**config.mk**
```make
export PLATFORM = sky130hd
export DESIGN_NAME = id_ex_stage
export DESIGN_NICKNAME = d
export VERILOG_FILES = /design/src/rtl/id_ex_stage.sv
export SDC_FILE = /design/constraint.sdc
export NUM_CORES = 1
export LEC_CHECK = 0
export BUFFER_PORTS_ARGS = -buffer_cell sky130_fd_sc_hd__buf_2
export CORE_AREA = 2 2 142 144
export DETAILED_ROUTE_END_ITERATION = 8
export DIE_AREA = 0 0 144 146
export GPL_ROUTABILITY_DRIVEN = 0
export PLACE_DENSITY = 0.74
export SYNTH_ARGS = -nofsm -noshare
export SYNTH_HDL_FRONTEND = slang
export SYNTH_SLANG_ARGS = --single-unit
```
**constraint.sdc**
```tcl
create_clock -name clk -period 6 [get_ports clk]
set_input_delay 0.6 -clock clk [delete_from_list [all_inputs] [get_ports clk]]
set_output_delay 0.6 -clock clk [all_outputs]
set_load 0.005 [all_outputs]
```
**src/rtl/id_ex_stage.sv**
```systemverilog
// ---------------------------------------------------------------------------
// id_ex_stage
//
// Purpose:
//   ID/EX pipeline register for a classic five-stage MIPS-style pipeline.
//   The module carries the decoded ID instruction into EX one cycle later.
//   It also detects a load-use hazard between the load now in EX and the
//   instruction now in ID. On a hazard it stalls the front end for one cycle
//   and inserts a bubble. A taken branch or jump resolved downstream flushes
//   the wrong-path ID instruction.
//
// Ports:
//   clk          in   sole clock, rising edge
//   reset        in   synchronous, active-high reset
//   id_valid     in   ID slot holds a real instruction
//   id_ctrl      in   17-bit decoded control word
//                     {RegWrite, RegDst[1:0], MemRead, MemWrite,
//                      MemtoReg[1:0], ALUSrc1, ALUSrc2, ALUOp[3:0],
//                      LbOp, BranchType[2:0]}
//   id_pc4       in   PC+4 of the ID instruction
//   id_rs_data   in   register-file read value for rs
//   id_rt_data   in   register-file read value for rt
//   id_imm       in   extended (or LUI-shifted) immediate
//   id_instr     in   raw 32-bit instruction word
//   ex_flush     in   downstream redirect; the ID instruction is wrong-path
//   ex_valid     out  registered valid
//   ex_ctrl      out  registered control word (all zero for a bubble)
//   ex_pc4       out  registered PC+4
//   ex_rs_data   out  registered rs value
//   ex_rt_data   out  registered rt value
//   ex_imm       out  registered immediate
//   ex_rs/rt/rd  out  registered register-number fields
//   ex_shamt     out  registered shift amount
//   ex_funct     out  registered funct field
//   stall        out  combinational; holds PC and IF/ID this cycle
//   bubble_cnt   out  saturating count of load-use bubbles
// ---------------------------------------------------------------------------
module id_ex_stage #(
  parameter int DATA_W = 32
) (
  input  logic              clk,
  input  logic              reset,

  input  logic              id_valid,
  input  logic [16:0]       id_ctrl,
  input  logic [DATA_W-1:0] id_pc4,
  input  logic [DATA_W-1:0] id_rs_data,
  input  logic [DATA_W-1:0] id_rt_data,
  input  logic [DATA_W-1:0] id_imm,
  input  logic [31:0]       id_instr,
  input  logic              ex_flush,

  output logic              ex_valid,
  output logic [16:0]       ex_ctrl,
  output logic [DATA_W-1:0] ex_pc4,
  output logic [DATA_W-1:0] ex_rs_data,
  output logic [DATA_W-1:0] ex_rt_data,
  output logic [DATA_W-1:0] ex_imm,
  output logic [4:0]        ex_rs,
  output logic [4:0]        ex_rt,
  output logic [4:0]        ex_rd,
  output logic [4:0]        ex_shamt,
  output logic [5:0]        ex_funct,

  output logic              stall,
  output logic [15:0]       bubble_cnt
);

  // Bit position of MemRead inside the control word.
  localparam int MEMREAD_BIT = 13;

  localparam logic [15:0] CNT_MAX = 16'hFFFF;

  // One action per edge, chosen in strict priority order.
  typedef enum logic [1:0] {
    ACT_RESET,
    ACT_FLUSH,
    ACT_STALL,
    ACT_LOAD
  } action_e;

  action_e action;

  // Pipeline state
  logic              valid_q,    valid_d;
  logic [16:0]       ctrl_q,     ctrl_d;
  logic [DATA_W-1:0] pc4_q,      pc4_d;
  logic [DATA_W-1:0] rs_data_q,  rs_data_d;
  logic [DATA_W-1:0] rt_data_q,  rt_data_d;
  logic [DATA_W-1:0] imm_q,      imm_d;
  logic [4:0]        rs_q,       rs_d;
  logic [4:0]        rt_q,       rt_d;
  logic [4:0]        rd_q,       rd_d;
  logic [4:0]        shamt_q,    shamt_d;
  logic [5:0]        funct_q,    funct_d;
  logic [15:0]       bubble_cnt_q, bubble_cnt_d;

  // Instruction fields of the ID instruction
  logic [4:0] idRs;
  logic [4:0] idRt;
  logic [4:0] idRd;
  logic [4:0] idShamt;
  logic [5:0] idFunct;

  assign idRs    = id_instr[25:21];
  assign idRt    = id_instr[20:16];
  assign idRd    = id_instr[15:11];
  assign idShamt = id_instr[10:6];
  assign idFunct = id_instr[5:0];

  // Load-use hazard. A load into $zero never produces a usable value, so it
  // can never be a dependency. Both source fields are compared even for
  // instructions that do not read rt; stalling one extra cycle there is
  // harmless, and it keeps the check independent of the opcode decoder.
  logic exIsLoad;
  logic rtIsNonzero;
  logic srcMatch;
  logic hazard;

  assign exIsLoad    = valid_q & ctrl_q[MEMREAD_BIT];
  assign rtIsNonzero = (rt_q != 5'd0);
  assign srcMatch    = (rt_q == idRs) | (rt_q == idRt);
  assign hazard      = exIsLoad & rtIsNonzero & srcMatch & id_valid;

  // A flush makes the ID instruction wrong-path, so stalling for it would
  // only waste a cycle. Reset also masks the stall so the front end is free
  // while the pipe is being cleared.
  assign stall = hazard & ~ex_flush & ~reset;

  // Action select: reset > flush > stall > load.
  always_comb begin
    action = ACT_LOAD;
    if (reset) begin
      action = ACT_RESET;
    end else if (ex_flush) begin
      action = ACT_FLUSH;
    end else if (stall) begin
      action = ACT_STALL;
    end
  end

  // Next-state logic. Flush and stall both produce a bubble with an all-zero
  // control word, so RegWrite, MemRead, MemWrite and BranchType are all
  // inactive. The data and field registers simply hold. Only load-use
  // bubbles are counted, and the counter sticks at its maximum.
  always_comb begin
    valid_d      = valid_q;
    ctrl_d       = ctrl_q;
    pc4_d        = pc4_q;
    rs_data_d    = rs_data_q;
    rt_data_d    = rt_data_q;
    imm_d        = imm_q;
    rs_d         = rs_q;
    rt_d         = rt_q;
    rd_d         = rd_q;
    shamt_d      = shamt_q;
    funct_d      = funct_q;
    bubble_cnt_d = bubble_cnt_q;

    case (action)
      ACT_RESET: begin
        valid_d      = 1'b0;
        ctrl_d       = '0;
        pc4_d        = '0;
        rs_data_d    = '0;
        rt_data_d    = '0;
        imm_d        = '0;
        rs_d         = '0;
        rt_d         = '0;
        rd_d         = '0;
        shamt_d      = '0;
        funct_d      = '0;
        bubble_cnt_d = '0;
      end

      ACT_FLUSH: begin
        valid_d = 1'b0;
        ctrl_d  = '0;
      end

      ACT_STALL: begin
        valid_d = 1'b0;
        ctrl_d  = '0;
        if (bubble_cnt_q != CNT_MAX) begin
          bubble_cnt_d = bubble_cnt_q + 16'd1;
        end
      end

      default: begin
        // An invalid ID slot must not carry live control into EX.
        valid_d   = id_valid;
        ctrl_d    = id_valid ? id_ctrl : '0;
        pc4_d     = id_pc4;
        rs_data_d = id_rs_data;
        rt_data_d = id_rt_data;
        imm_d     = id_imm;
        rs_d      = idRs;
        rt_d      = idRt;
        rd_d      = idRd;
        shamt_d   = idShamt;
        funct_d   = idFunct;
      end
    endcase
  end

  // All state updates on the rising edge. Reset is handled synchronously
  // through the ACT_RESET branch above.
  always_ff @(posedge clk) begin
    valid_q      <= valid_d;
    ctrl_q       <= ctrl_d;
    pc4_q        <= pc4_d;
    rs_data_q    <= rs_data_d;
    rt_data_q    <= rt_data_d;
    imm_q        <= imm_d;
    rs_q         <= rs_d;
    rt_q         <= rt_d;
    rd_q         <= rd_d;
    shamt_q      <= shamt_d;
    funct_q      <= funct_d;
    bubble_cnt_q <= bubble_cnt_d;
  end

  assign ex_valid   = valid_q;
  assign ex_ctrl    = ctrl_q;
  assign ex_pc4     = pc4_q;
  assign ex_rs_data = rs_data_q;
  assign ex_rt_data = rt_data_q;
  assign ex_imm     = imm_q;
  assign ex_rs      = rs_q;
  assign ex_rt      = rt_q;
  assign ex_rd      = rd_q;
  assign ex_shamt   = shamt_q;
  assign ex_funct   = funct_q;
  assign bubble_cnt = bubble_cnt_q;

endmodule

```
* Word level (Yosys, flattened, before mapping)
Cells that the tools add are included.
Cells by class: add/sub/neg operators 1, equality and inequality tests 6, muxes and demuxes 14, bitwise gates (word level) 10, reduce and logical (&&, ||, !) cells 7
Operator list (number):
- 32-bit one-hot mux with 2 select lines | 4
- 5-bit one-hot mux with 2 select lines | 4
- 16-bit one-hot mux with 2 select lines | 1
- 16-bit by 1-bit adder with 16-bit output (second input constant) | 1
- 16-bit two-way mux | 1
- 16-bit inequality test (second input constant) | 1
- 6-bit one-hot mux with 2 select lines | 1
- 5-bit == test | 2
- 1-bit AND | 6
- 5-bit nonzero test | 1
- 2-bit two-way mux | 2
- 4-bit OR reduction | 1
- 1-bit inverter | 3
- 3-bit OR reduction | 1
- 2-bit by 1-bit == test with 1-bit output (second input constant) | 1
- 2-bit == test (second input constant) | 1
- 2-bit logical NOT | 1
- 2-bit inequality test (second input constant) | 1
- 2-bit AND reduction | 1
- 2-bit nonzero test | 1
- 2-bit OR reduction | 1
- 1-bit two-way mux | 1
- 1-bit OR | 1
Storage, ports and cells: register bits after elaboration 188, bits of input ports 181, output and inout port bits 189, logic and storage cells 50

* Longest topological paths before layout
Gate-level depths: netlist of run 1.
word-level depth 12, gate-level depth with buffers 6, gate-level depth less buffers 5

* Worst setup path after synthesis of run 1
OpenSTA, ideal clock, no wires.
path type input to register, start in reset, end reg funct_q[0], in the netlist ex_funct[0] (enable), library setup time 566 ps, arrival time 5576 ps, required time 5434 ps, setup slack -142 ps, cell stages on the path 4, path through clkbuf_1 > clkbuf_1 > inv_1 > a2bb2oi_2
On the way: word-level cells in the longest chain between the ends 7
Ends and longest elaborated chain:
- from (decl) | RTL line 42 | input logic reset,
- 1-bit inverter | RTL line 128 | assign stall = hazard & ~ex_flush & ~reset;
- 1-bit AND | RTL line 128
- 1-bit two-way mux | RTL line 137 | end else if (stall) begin
- 2-bit two-way mux | RTL line 135 | end else if (ex_flush) begin
- 2-bit two-way mux * | RTL line 133 | if (reset) begin
- 2-bit == test or 2-bit by 1-bit == test with 1-bit output (tied branches) | RTL line 160 | case (action)
- 2-bit OR reduction (no line) *
- to (signal assigned) | RTL line 219 | funct_q <= funct_d;
- to (decl) | RTL line 95 | logic [5:0] funct_q, funct_d;
Every way passes the cells marked *; elsewhere a longest branch is shown, timed or not. A chain may end at the register's enable or synchronous reset.

* Final worst setup path of run 1
start reg rt_q[0], in the netlist ex_rt[0], end reg rs_q[4], in the netlist ex_rs[4] (enable)
On the way: word-level cells in the longest chain between the ends 11
Ends and longest elaborated chain:
- from (decl) | RTL line 92 | logic [4:0] rt_q, rt_d;
- from (signal assigned) | RTL line 216 | rt_q <= rt_d;
- 5-bit == test or 5-bit nonzero test (tied branches) | RTL line 122, 121
- 1-bit OR or 1-bit AND (tied branches) | RTL line 122, 123
- 1-bit AND * (2 in series) | RTL line 123 | assign hazard = exIsLoad & rtIsNonzero & srcMatch & id_valid;
- 1-bit AND * (2 in series) | RTL line 128
- 1-bit two-way mux * | RTL line 137
- 2-bit two-way mux * | RTL line 135
- 2-bit two-way mux * | RTL line 133
- 2-bit == test or 2-bit by 1-bit == test with 1-bit output (tied branches) | RTL line 160
- 2-bit OR reduction (no line) *
- to (signal assigned) | RTL line 215 | rs_q <= rs_d;
- to (decl) | RTL line 91 | logic [4:0] rs_q, rs_d;
Marked as above.

==> out/results.tsv, run 1 <==
stage	metric	value	unit
drt	wl_per_cell	16.3	um
power_and_ir_drop	power.leakage	4.28	nW
worst_setup_path	cp.buffers_inverters	1	
clock_tree	tritoncts	yes	
synth	yosysMostFrequentCell	edfxtp_1	
clock_tree	cts_hold_buf	0	
power_and_ir_drop	power_density	293	nW/um2
clock_tree	path_clk_slew	0.08	ns
floorplan	core	19300	um2
drt	final_antenna_net_count	0	
drt	via_per_inst	4.48	
layout	fin_util	51.9	%
synth	ys_ff_latch	188	
clock_tree	clkSinkCount	188	
floorplan	initial_core_util	38.3	%
worst_setup_path	start_kind	flop	
sta	rsz0062_at_grt	no	
worst_hold_path	hold_end	ex_ctrl[6]	
layout	finalNetCount	1027	
drt	routed_wl	18300	um
worst_setup_path	cp_cell_sequence	or3_1 > o311a_1 > nand2_8 > a2bb2oi_4 > buf_12	
worst_hold_path	hold_class	input port to flop	
sta	relSlewSlack	26.6	%
synth	ys_async_sr_fraction	0	%
sta	worst_slew_pin_slew	1.10	ns
placed_design	placed_area	9490	um2
synth	ys.flop_type	edfxtp_1	
global_routing	grt_max_degree	155	
floorplan	dieArea	21000	um2
synth	synth-seq-area-share	73.8	%
synth	syn_nets	665	
floorplan	die_h	146	um
worst_setup_path	path_class	flop to flop	
worst_setup_path	cpPeakStageDelay	0.67	ns
power_and_ir_drop	vdd_ir_drop_max	0.181	mV
clock_tree	post-cts-setup-buffers	0	
floorplan	placementRows	51	
synth	post-synth-top-area-cell	edfxtp_1	
floorplan	top_level_ports	370	
sta	fmax	307	MHz
clock_tree	worstSkewPairLatency	0.42	ns
drt	drt_drc_violations_left	0	
global_routing	grt-ovfl-total	0	
clock_tree	cts_buffer_depth	2	
worst_setup_path	endpoint_kind	flop	
worst_setup_path	path_max_fanout	154	
sta	hold_viol	0	
synth	synth_top_area_share	68.9	%
synth	netlist_area	7400	um2
run	maxCapViolCount	0	
synth	synth_cell_types	39	
sta	min_period_over_period	54.2	%
worst_setup_path	r2r_end	ex_rs[4]	
worst_setup_path	r2r_cells	5	
floorplan	dieWidth	144	um
drt	dr.pass1.iters	4	
drt	vias	5037	
sta	fin_tns_setup	0	ns
clock_tree	cts_resized	0	
global_routing	grt_pass1_vias	5194	
worst_setup_path	required	6.04	ns
worst_setup_path	reg2reg_setup_slack	2.75	ns
sta	setup_viol	0	
worst_hold_path	min_from	id_ctrl[6]	
synth	synth_commonest_cells	170 x edfxtp_1, 155 x nor2b_1, 22 x nand2_1, 18 x clkbuf_1, 18 x dfxtp_1	
sta	fin_crit	3.25	ns
synth	synth_edf_count	170	
outcome	outcome	finished, final reports clean	
worst_setup_path	reg2reg_from	ex_rt[0]	
worst_hold_path	hold_depth	3	
layout	fin_area	10000	um2
worst_setup_path	critPathSlowestCell	o311a_1	
sta	finClkSkew	0.0101	ns
layout	syn_to_final_growth	35.6	%
layout	drive_gt1_share	49.9	%
placed_design	place_hpwl	13100	um
sta	whs	0.394	ns
layout	nFillCells	1690	
placed_design	port_buffers	363	
synth	synth.area.top_cells	edfxtp_1 69%, nor2b_1 13%, dfxtp_1 4.9%	
drt	drtIter0Drc	260	
synth	synth_cells	483	
synth	synth_warnings	0	
synth	syn_area_per_cell	15.3	um2
sta	finalMaxSlewViolations	0	
clock_tree	h-tree-depth	4	
global_routing	grtUsageTotal	17.1	%
global_routing	grt_antenna_before_repair	2	
clock_tree	cts-root-buf	clkbuf_16	
global_routing	grt_pass1_wl	27300	um
clock_tree	numCtsBuffers	17	
worst_setup_path	cp_top_family	compound AO/OA/AOI/OAI gates	
worst_setup_path	cp.arrival	3.30	ns
-- layout by cell type (no fill, tap or decap), types with 2 or more instances in the layout --
| cell type | instances |
|---|---|
| buf_2 | 362 |
| o21ai_0 | 4 |
| inv_6 | 4 |
| or3_1 | 5 |
| clkinv_1 | 2 |
| nor3_2 | 9 |
| inv_1 | 2 |
| a21oi_2 | 10 |
| nor2b_1 | 155 |
| xnor2_1 | 15 |
| edfxtp_1 | 170 |
| clkinv_4 | 3 |
| inv_8 | 4 |
| dfxtp_1 | 18 |
| clkbuf_16 | 17 |
| nand3_1 | 7 |
| nand4_1 | 5 |
| a211oi_2 | 4 |
| buf_4 | 4 |
| nor3_1 | 3 |
| xor2_1 | 5 |
| nand2_1 | 22 |
| a21oi_1 | 7 |
-- through the flow --
| step | power, mW | std cells | setup slack (ns) |
|---|---|---|---|
| 2_1_floorplan | 1.72 | 483 | 1.72 |
| 3_3_place_gp | 1.90 | 1091 | 2.66 |
| 3_5_place_dp | 1.91 | 1091 | 2.64 |
| 4_1_cts | 2.98 | 1123 | 2.84 |
| 5_1_grt | 3.06 | 1124 | 2.67 |
| 6_report | 2.94 | 1124 | 2.75 |
-- final cells by class --
cell class	count	area [um2]	share of cell area, %
flip-flops and latches	188	5470	54.4
repair buffers	367	1860	18.5
multi-input cells	269	1820	18.1
clock buffers	17	425	4.24
well taps	265	332	3.30
clock inverters	15	126	1.26
inverters	2	7.51	0.0748
diodes	1	2.50	0.0249
-- worst max-delay path by stage --
stage | depth (start not counted) | from | slack, ns | to
finish | 5 | ex_rt[0] | 2.75 | ex_rs[4]
global route | 5 | ex_rt[1] | 2.67 | ex_rt_data[3]
detailed placement | 5 | reset | 2.64 | bubble_cnt[10]
floorplan | 4 | reset | 1.72 | ex_funct[0]
global placement | 5 | reset | 2.66 | bubble_cnt[13]
CTS | 5 | ex_rt[0] | 2.84 | ex_rt_data[7]
-- power by group --
part,internal [mW],leakage [nW],switching (mW)
registers,1.54,1.94,0.0330
clock network,0.546,0.268,0.524
logic,0.148,2.07,0.152
total,2.23,4.28,0.709
-- metal layers --
| metal | GRT usage, % | wire (um) | up-vias | part of all wire (%) |
|---|---|---|---|---|
| met5 | 0 | 0 | - | 0 |
| met4 | 6.76 | 438 | 0 | 2.4 |
| met3 | 7.37 | 1810 | 34 | 9.9 |
| met2 | 29.3 | 9330 | 249 | 51 |
| met1 | 18.6 | 6700 | 2326 | 37 |
| li1 | - | - | 2428 | - |
-- cell families (layout without fill, tap and decap cells) --
kind of cell / Yosys count / count (layout) / share of synthesized area (%)
simple gates: 217 / 217 / 18.4
flops: 188 / 188 / 73.8
compound gates: 31 / 31 / 3.43
buf+inv: 26 / 401 / 1.82
xor+xnor: 20 / 20 / 2.37
fa+ha+maj: 1 / 1 / 0.169
other cells: 0 / 1 / 0
-- state kept, by name, indices dropped and copies added (netlist names) --
signal / flops
bubble_cnt: 16
ex_ctrl: 17
ex_funct: 6
ex_imm: 32
ex_pc4: 32
ex_rd: 5
ex_rs: 5
ex_rs_data: 32
ex_rt: 5
ex_rt_data: 32
ex_shamt: 5
ex_valid: 1
-- worst reg2reg max path, cell delays in order, from the launching register on --
cell and delay (ns):
edfxtp_1 0.46, or3_1 0.41, o311a_1 0.67, nand2_8 0.37, a2bb2oi_4 0.20, buf_12 0.53
No activity file was read; power rests on OpenSTA's default activity.
==> inputs of run 2 (changes only) <==
--- a/config.mk
+++ b/config.mk
@@ -10,7 +10,7 @@
 export DETAILED_ROUTE_END_ITERATION = 8
 export DIE_AREA = 0 0 144 146
 export GPL_ROUTABILITY_DRIVEN = 0
-export PLACE_DENSITY = 0.74
+export PLACE_DENSITY = 0.71
 export SYNTH_ARGS = -nofsm -noshare
 export SYNTH_HDL_FRONTEND = slang
 export SYNTH_SLANG_ARGS = --single-unit
==> constraint.sdc (replaced) <==
create_clock -name clk -period 3.24 [get_ports clk]
set_input_delay 0.324 -clock clk [delete_from_list [all_inputs] [get_ports clk]]
set_output_delay 0.324 -clock clk [all_outputs]
set_load 0.005 [all_outputs]
==> run 2 against run 1 <==
Net effect:
- setup slack worse by 2.1 ns
- sequential power up 85%
- highest routed layer is now met5
- wire length up 0.33%
- cell count up 0.53%
==> out/results.tsv, run 2 (same netlist as run 1, synthesis figures left out) <==
stage	metric	value	unit	change
layout	final_cell_mix	362 x buf_2, 170 x edfxtp_1, 155 x nor2b_1, 22 x nand2_1, 18 x dfxtp_1		
layout	drive_gt1_share	50.3	%	+0.46 points
worst_setup_path	required	3.34	ns	-2.70 ns
layout	multi_input_area	1820	um2	unchanged
global_routing	grt-ovfl-total	0		unchanged
sta	rsz0062_at_grt	no		
placed_design	port_buffers	363		unchanged
drt	vias	5061		+0.48%
drt	wl_per_cell	16.2	um	-0.20%
power_and_ir_drop	power.leakage	4.34	nW	+1.4%
drt	dr.pass1.iters	4		unchanged
layout	final_common_cell	buf_2		
global_routing	grt_antenna_before_repair	2		unchanged
sta	hold_viol	0		unchanged
sta	finClkSkew	0.00976	ns	-0.000344 ns
drt	routed_wl	18300	um	+0.33%
clock_tree	numCtsBuffers	17		unchanged
clock_tree	cts_buffer_depth	2		unchanged
clock_tree	cts_resized	0		unchanged
layout	fin_cells	1130		+0.53%
sta	whs	0.108	ns	-0.286 ns
global_routing	grtUsageTotal	16.9	%	-0.21 points
placed_design	dp.cells	1097		+0.55%
clock_tree	h-tree-depth	4		unchanged
power_and_ir_drop	power_density	542	nW/um2	+85%
layout	nFillCells	1665		-1.5%
clock_tree	post-cts-setup-buffers	0		unchanged
sta	worst_slew_pin_slew	0.960	ns	-0.142 ns
placed_design	dpl_worst_slack	0.596	ns	-2.05 ns
floorplan	dieWidth	144	um	unchanged
sta	fmax	383	MHz	+24%
power_and_ir_drop	vdd_ir_drop_max	0.338	mV	+87%
clock_tree	cts_hold_buf	0		unchanged
sta	fin_crit	2.61	ns	-0.640 ns
clock_tree	tritoncts	yes		
global_routing	grt_pass1_wl	27000	um	-1.1%
outcome	outcome	finished, final reports clean		
layout	seqCellArea	5470	um2	unchanged
power_and_ir_drop	power.total	5.50	mW	+87%
global_routing	grt_pass1_vias	5051		-2.8%
sta	setup_slack	0.626	ns	-2.12 ns
clock_tree	path_clk_slew	0.07	ns	about the same
global_routing	grt_max_degree	156		+0.65%
worst_setup_path	path_class	flop to flop		
clock_tree	cts-root-buf	clkbuf_16		
layout	finalNetCount	1033		+0.58%
floorplan	placementRows	51		unchanged
clock_tree	clkSinkCount	188		unchanged
drt	drt_drc_violations_left	0		unchanged
floorplan	dieArea	21000	um2	unchanged
drt	drtIter0Drc	180		-31%
floorplan	initial_core_util	38.3	%	unchanged
sta	setup_viol	0		unchanged
floorplan	core	19300	um2	unchanged
floorplan	top_level_ports	370		unchanged
layout	syn_to_final_growth	37.1	%	
layout	fin_util	52.5	%	+0.56 points
worst_setup_path	path_max_fanout	57		-63%
worst_setup_path	endpoint_kind	flop		
worst_hold_path	hold_class	input port to flop		
clock_tree	worstSkewPairLatency	0.43	ns	about the same
run	maxCapViolCount	0		unchanged
drt	via_per_inst	4.48		about the same
worst_setup_path	cp.arrival	2.71	ns	-0.59 ns
floorplan	die_h	146	um	unchanged
sta	relSlewSlack	36.0	%	+9.4 points
placed_design	place_hpwl	13500	um	+2.9%
sta	finalMaxSlewViolations	0		unchanged
drt	final_antenna_net_count	0		unchanged
worst_setup_path	start_kind	flop		
sta	min_period_over_period	80.7	%	+26 points
-- run 2: cell types whose count changed in the layout (fill, tap and decap cells not counted) --
cell        before  now
clkinvlp_2       1    0
buf_12           1    4
clkinv_4         3    4
clkinv_8         0    2
buf_4            4    7
clkinvlp_4       1    0
clkinv_1         2    0
clkbuf_1         0    1
-- run 2: path summary, 6_finish.rpt --
path | from | end | slack, ns | cells past startpoint
worst min register to register | bubble_cnt[0] | bubble_cnt[0] | 0.65 | 1
worst min-delay path | id_ctrl[7] | ex_ctrl[7] | 0.11 | 3
worst max-delay path | ex_rt[0] | ex_pc4[9] | 0.63 | 5
worst max register to register | ex_rt[0] | ex_pc4[9] | 0.63 | 5
-- run 2: cell type report --
| cell class | instances | area share (%) |
|---|---|---|
| flip-flops and latches | 188 | 53.9 |
| repair buffers | 373 | 19.2 |
| multi-input cells | 269 | 17.9 |
| clock buffers | 18 | 4.23 |
| well taps | 265 | 3.27 |
| clock inverters | 14 | 1.45 |
| inverters | 2 | 0.0740 |
| diodes | 1 | 0.0247 |
-- run 2: through the flow --
| step | setup TNS (ns) | area (um2) |
|---|---|---|
| after CTS | 0 | 10100 |
| after floorplan | -145.92 | 7420 |
| after global placement | 0 | 9570 |
| after global routing | 0 | 10100 |
| final | 0 | 10100 |
| after detailed placement | 0 | 9570 |
-- run 2: critical path, stage by stage (launching register included) --
cell       delay, ns
edfxtp_1        0.45
or3_1           0.39
o311a_1         0.39
nand2_8         0.22
a2bb2oi_4       0.44
buf_12          0.34
-- run 2: power by group --
part | internal [mW] | switching, mW | total [mW]
Combinational | 0.283 | 0.283 | 0.565
Clock | 1.03 | 0.990 | 2.02
Sequential | 2.85 | 0.0581 | 2.91
Total | 4.17 | 1.33 | 5.50
-- run 2: per-layer routing --
layer,vias to the layer above,track usage [%],wire length [um]
li1,2443,-,-
met1,2346,18.4,6780
met2,240,28.9,9100
met3,30,7.44,2020
met4,2,6.57,434
met5,-,0,13
